[config.mk]
export PLATFORM = sky130hd
export DESIGN_NAME = ycbcr_mask_bbox
export DESIGN_NICKNAME = d
export VERILOG_FILES = /design/src/rtl/ycbcr_mask_bbox.sv
export SDC_FILE = /design/constraint.sdc
export NUM_CORES = 1
export LEC_CHECK = 0
export BUFFER_PORTS_ARGS = -buffer_cell sky130_fd_sc_hd__buf_2
export CAP_MARGIN = 15
export CORE_ASPECT_RATIO = 1.5
export CORE_UTILIZATION = 50
export CTS_BUF_LIST = sky130_fd_sc_hd__clkbuf_4
export DETAILED_ROUTE_END_ITERATION = 6
export GPL_TIMING_DRIVEN = 0
export PLACE_DENSITY_LB_ADDON = 0.1
export SLEW_MARGIN = 20
export SYNTH_ARGS = -nofsm -noshare
export SYNTH_HDL_FRONTEND = slang
export SYNTH_SLANG_ARGS = --single-unit
export TNS_END_PERCENT = 100
[constraint.sdc]
create_clock -name clk -period 2.4 [get_ports clk]
set_clock_uncertainty 0.15 [all_clocks]
set_input_delay 0.48 -clock clk [delete_from_list [all_inputs] [get_ports clk]]
set_output_delay 0.48 -clock clk [all_outputs]
set_load 0.1 [all_outputs]
[src/rtl/ycbcr_mask_bbox.sv]
// ycbcr_mask_bbox: chroma-threshold mask plus per-frame bounding box of masked pixels.
// Cb/Cr and syncs arrive already aligned. Mask and syncs leave one ce-cycle later.
// The box is published at each vsync rising edge, with a one-clk bbox_valid pulse.
// Optional macro YCBCR_MASK_PIXCOUNT_EN adds a pix_count output.
// It holds the number of masked pixels in the published frame.
module ycbcr_mask_bbox #(
  parameter int N  = 8,
  parameter int XW = 11,
  parameter int YW = 11
) (
  input  logic          clk,
  input  logic          rst,
  input  logic          ce,
  input  logic          de_in,
  input  logic          hsync_in,
  input  logic          vsync_in,
  input  logic [N-1:0]  cb_in,
  input  logic [N-1:0]  cr_in,
  input  logic [N-1:0]  cb_min,
  input  logic [N-1:0]  cb_max,
  input  logic [N-1:0]  cr_min,
  input  logic [N-1:0]  cr_max,
  output logic          de_out,
  output logic          hsync_out,
  output logic          vsync_out,
  output logic          mask_out,
  output logic [XW-1:0] x_min,
  output logic [XW-1:0] x_max,
  output logic [YW-1:0] y_min,
  output logic [YW-1:0] y_max,
  output logic          bbox_found,
  output logic          bbox_valid
`ifdef YCBCR_MASK_PIXCOUNT_EN
  ,
  output logic [XW+YW-1:0] pix_count
`endif
);

  typedef enum logic {WAIT_FRAME, ACTIVE} state_t;

  state_t          state_reg, state_next;
  logic            hit, vs_rise, de_fall;
  logic            accumulate, publish, clear_acc;
  logic [XW-1:0]   x_reg;
  logic [YW-1:0]   y_reg;
  logic [XW-1:0]   x_min_acc, x_max_acc;
  logic [YW-1:0]   y_min_acc, y_max_acc;
  logic            found_acc;

  // de_out/vsync_out already hold the previous ce-sampled de_in/vsync_in, so they double as edge history.
  // An inverted threshold pair (min>max) can never satisfy both compares, so it yields no hit.
  assign hit     = de_in & (cb_in >= cb_min) & (cb_in <= cb_max)
                         & (cr_in >= cr_min) & (cr_in <= cr_max);
  assign vs_rise = vsync_in & ~vsync_out;
  assign de_fall = ~de_in & de_out;

  // Frame state register
  always_ff @(posedge clk) begin
    if (rst) state_reg <= WAIT_FRAME;
    else     state_reg <= state_next;
  end

  // Next state and accumulator controls; a pixel coinciding with vsync rise is never accumulated
  always_comb begin
    state_next = state_reg;
    accumulate = 1'b0;
    publish    = 1'b0;
    clear_acc  = 1'b0;
    if (ce) begin
      case (state_reg)
        WAIT_FRAME: begin
          if (vs_rise) begin
            state_next = ACTIVE;
            clear_acc  = 1'b1;
          end
        end
        ACTIVE: begin
          if (vs_rise) begin
            publish   = 1'b1;
            clear_acc = 1'b1;
          end else if (hit) begin
            accumulate = 1'b1;
          end
        end
        default: state_next = WAIT_FRAME;
      endcase
    end
  end

  // One-cycle pass-through of syncs and the mask
  always_ff @(posedge clk) begin
    if (rst) begin
      de_out    <= 1'b0;
      hsync_out <= 1'b0;
      vsync_out <= 1'b0;
      mask_out  <= 1'b0;
    end else if (ce) begin
      de_out    <= de_in;
      hsync_out <= hsync_in;
      vsync_out <= vsync_in;
      mask_out  <= hit;
    end
  end

  // Saturating column/line counters; the current values are the coordinate of this pixel
  always_ff @(posedge clk) begin
    if (rst) begin
      x_reg <= '0;
      y_reg <= '0;
    end else if (ce) begin
      if (de_in) x_reg <= (&x_reg) ? x_reg : x_reg + 1'b1;
      else       x_reg <= '0;
      if (vs_rise)      y_reg <= '0;
      else if (de_fall) y_reg <= (&y_reg) ? y_reg : y_reg + 1'b1;
    end
  end

  // Running min/max of hit coordinates for the frame in progress
  always_ff @(posedge clk) begin
    if (rst || clear_acc) begin
      x_min_acc <= '1;
      x_max_acc <= '0;
      y_min_acc <= '1;
      y_max_acc <= '0;
      found_acc <= 1'b0;
    end else if (accumulate) begin
      if (x_reg < x_min_acc) x_min_acc <= x_reg;
      if (x_reg > x_max_acc) x_max_acc <= x_reg;
      if (y_reg < y_min_acc) y_min_acc <= y_reg;
      if (y_reg > y_max_acc) y_max_acc <= y_reg;
      found_acc <= 1'b1;
    end
  end

  // Published box; an empty frame publishes zeros rather than the sentinel min values
  always_ff @(posedge clk) begin
    if (rst) begin
      x_min      <= '0;
      x_max      <= '0;
      y_min      <= '0;
      y_max      <= '0;
      bbox_found <= 1'b0;
    end else if (publish) begin
      x_min      <= found_acc ? x_min_acc : '0;
      x_max      <= found_acc ? x_max_acc : '0;
      y_min      <= found_acc ? y_min_acc : '0;
      y_max      <= found_acc ? y_max_acc : '0;
      bbox_found <= found_acc;
    end
  end

  // bbox_valid ignores ce on the falling side so the pulse is exactly one clk wide
  always_ff @(posedge clk) begin
    if (rst) bbox_valid <= 1'b0;
    else     bbox_valid <= publish;
  end

`ifdef YCBCR_MASK_PIXCOUNT_EN
  logic [XW+YW-1:0] pix_acc;

  // Saturating hit counter with the same clear/publish timing as the box
  always_ff @(posedge clk) begin
    if (rst || clear_acc)  pix_acc <= '0;
    else if (accumulate)   pix_acc <= (&pix_acc) ? pix_acc : pix_acc + 1'b1;
  end

  // Published pixel count
  always_ff @(posedge clk) begin
    if (rst)          pix_count <= '0;
    else if (publish) pix_count <= pix_acc;
  end
`endif

endmodule

==> results.py <==
metrics = {
    "status": {
        "outcome": "finished, final reports clean",
    },
    "global_routing": {
        "grt_overflow": 0,
        "grt_usage_pct": 26.8,
        "grt_max_degree": 17,
        "grt_pass1_vias": 5953,
        "grt_pass1_wl_mm": 27.4,
        "antenna_found_initial": 1,
    },
    "pwr": {
        "pwr-share-clk_pct": 38.5,
        "internal_power_mw": 2.86,
        "total_leakage_power_nw": 3.66,
        "switching_share_pct": 25.9,
        "p_sw_mw": 0.998,
        "pwr-share-comb_pct": 10.4,
        "powerDensity_nw_per_um2": 488,
        "p_seq_share_pct": 51.1,
        "max-vdd-ir-drop_uv": 389,
    },
    "clocking": {
        "cts_tree": "yes",
        "insertion_delay_ns": 0.55,
        "path_clk_slew_ns": 0.11,
        "clock_path_buffers": 2,
        "hold_buffers": 0,
        "cts_sinks": 118,
        "cts_buffers": 17,
        "cts_htree_levels": 4,
        "root_buffer": "clkbuf_4",
    },
    "logic_synthesis": {
        "yosys.cell_types.count": 43,
        "yosysWarnings": 0,
        "syn_area_um2": 6420,
        "synth_edf_count": 0,
        "async_flop_share_pct": 0,
        "synth_area_leaders": "dfxtp_1 (37%), ha_1 (15%), nand2_1 (6.5%)",
        "synth.top_cells.by_count": "dfxtp_1 (118), nand2_1 (111), ha_1 (76), nand3_1 (76), inv_1 (75)",
        "yosys.area.top_type_share_pct": 36.8,
        "ys_ff_latch": 118,
        "syn_inst": 794,
        "ys_seq_area_share_pct": 36.8,
        "synth_area_leader_cell": "dfxtp_1",
        "synth-main-ff-cell": "dfxtp_1",
        "syn-num-nets": 924,
        "synthMostInstantiatedCell": "dfxtp_1",
        "synth.avg_cell_area_um2": 8.09,
    },
    "worst_hold_path": {
        "hp-class": "in -> reg",
    },
    "finish": {
        "drive_above_1_share_pct": 22.6,
        "postLayoutCoreUtil_pct": 63.1,
        "fill_cells": 1130,
        "synthToLayoutAreaGrowth_pct": 23.0,
        "fin_area_um2": 7900,
        "fin_nets": 1056,
        "fin_cells": 1095,
    },
    "die": {
        "std_cell_rows": 50,
        "core_area_um2": 12500,
        "die_w_um": 94.5,
        "dieArea_um2": 13300,
        "initial_core_util_pct": 51.3,
        "ioPinCount": 104,
        "die_h_um": 141,
    },
    "place": {
        "gp_congestion": 0.884,
        "dpl.hpwl_mm": 13.2,
        "dpl.cell_count": 1053,
        "pre_cts_ws_ns": -0.707,
        "dpl_cell_area_um2": 7270,
        "port_buffers": 103,
    },
    "setup_path": {
        "cp.required_ns": 2.68,
        "critPathLaunchType": "primary input",
        "slowest_delay_ns": 0.45,
        "crit_family": "simple AND/OR/NAND/NOR gates",
        "path_cells": "buf_6, ha_4, nand4_1, nand2b_4, a22o_1, nor4b_4, nand2_2, or3_4, clkbuf_16, mux2i_1",
        "crit_type": "in -> reg",
        "crit_fanout": 5,
        "cp.arrival_ns": 2.63,
        "cp-end-kind": "flip-flop",
        "critPathBufInv": 2,
        "slowest_stage": "or3_4",
    },
    "timing": {
        "tns_ns": 0,
        "setup_viol": 0,
        "slew-limit-headroom_pct": 59.7,
        "worstMarginPinSlew_ns": 0.603,
        "worst_slack_ns": 0.0476,
        "drv_slew": 0,
        "finalCriticalPeriod_ns": 2.35,
        "min_period_over_period_pct": 98.0,
        "hold_violations": 0,
        "max_freq_mhz": 425,
    },
    "route": {
        "wire_per_inst_um": 15.8,
        "firstDrtPassIters": 6,
        "wirelength_mm": 17.3,
        "vias": 6075,
        "vias_per_cell": 5.55,
        "ant_nets": 0,
        "drc": 0,
        "drtIter0Drc": 310,
    },
    "flow_run": {
        "maxCapViolCount": 0,
    },
}
area by class of cell:
cell class | instances | area (um^2) | area share (%)
inverters | 75 | 299 | 3.79
repair buffers | 114 | 669 | 8.47
clock inverters | 11 | 134 | 1.69
multi-input cells | 560 | 3870 | 49.0
diodes | 1 | 2.50 | 0.0317
plain buffers | 40 | 188 | 2.38
well taps | 156 | 195 | 2.47
flip-flops and latches | 118 | 2390 | 30.3
clock buffers | 20 | 150 | 1.90
power groups by stage:
stage / combinational, mW / sequential [mW] / clock [mW]
2_1_floorplan: 0.207 / 2.04 / 0
3_3_place_gp: 0.349 / 2.02 / 0
3_5_place_dp: 0.367 / 2.02 / 0
4_1_cts: 0.368 / 1.97 / 1.50
5_1_grt: 0.445 / 1.97 / 1.59
6_report: 0.401 / 1.97 / 1.48
timing repair:
action	in CTS	in global routing
setup endpoints to repair	22	64
pin swaps	2	15
hold endpoints to repair	0	0
gates cloned	0	2
setup buffers	1	8
resized for setup	16	61
path summary, 6_finish.rpt:
path / from / end / slack (ns) / cells after the start
max reg2reg: x_reg[6]$_SDFFE_PP0P_ / x_min_acc[4]$_SDFFE_PP1P_ / 0.08 / 9
min: hsync_in / hsync_out$_SDFFE_PP0P_ / 0.01 / 3
min reg2reg: y_min[8]$_SDFFE_PP0P_ / y_min[8]$_SDFFE_PP0P_ / 0.30 / 2
max: cr_in[5] / y_max_acc[7]$_SDFFE_PP0P_ / 0.05 / 10
worst reg2reg max path, cell delays in order (launching register included):
cell,delay [ns]
dfxtp_2,0.39
ha_1,0.36
nand2_1,0.08
nor2_1,0.05
a2111oi_2,0.36
a21oi_1,0.14
nor3_2,0.22
buf_4,0.16
buf_6,0.13
mux2i_1,0.20
routing by layer:
metal,vias up,global-route usage [%],part of all wire [%]
met4,0,13.0,3.3
met1,2904,27.1,37
met2,138,51.5,56
li1,2991,-,-
met5,-,0,0
met3,42,4.15,3.1
cells in the final DEF (no fill, tap or decap), types with 9 or more instances in the layout:
cell      Yosys  final
inv_2         0      9
ha_1         76     60
buf_4         1     10
mux2i_1      36     36
buf_2         1     96
clkbuf_1     36     32
nor2_1       56     56
dfxtp_2       0     13
dfxtp_1     118    102
inv_1        75     63
clkbuf_4      0     20
a21oi_1      73     71
nand2_1     111    110
nand4_1      16     16
nand3_1      76     75
xor2_1        9      9
buf_6         1     11
ha_4          0     16
o21ai_0      23     14
per-stage QoR:
step	power (mW)	hold slack, ns
finish	3.86	0.0135
global route	4.01	0.0178
CTS	3.84	0.0149
detailed placement	2.39	0.294
global placement	2.37	0.288
floorplan	2.25	0.301
cells by family (layout without fill, tap and decap cells):
logic type / count (synthesis) / after routing / synth area share, %
flops: 118 / 118 / 36.8
buf+inv: 116 / 260 / 6.98
compound gates: 136 / 136 / 12.4
simple gates: 300 / 300 / 21.7
other cells: 0 / 1 / 0
mux: 36 / 36 / 5.61
fa+ha+maj: 76 / 76 / 14.8
xor+xnor: 12 / 12 / 1.64
(Power assumes the default switching activity.)
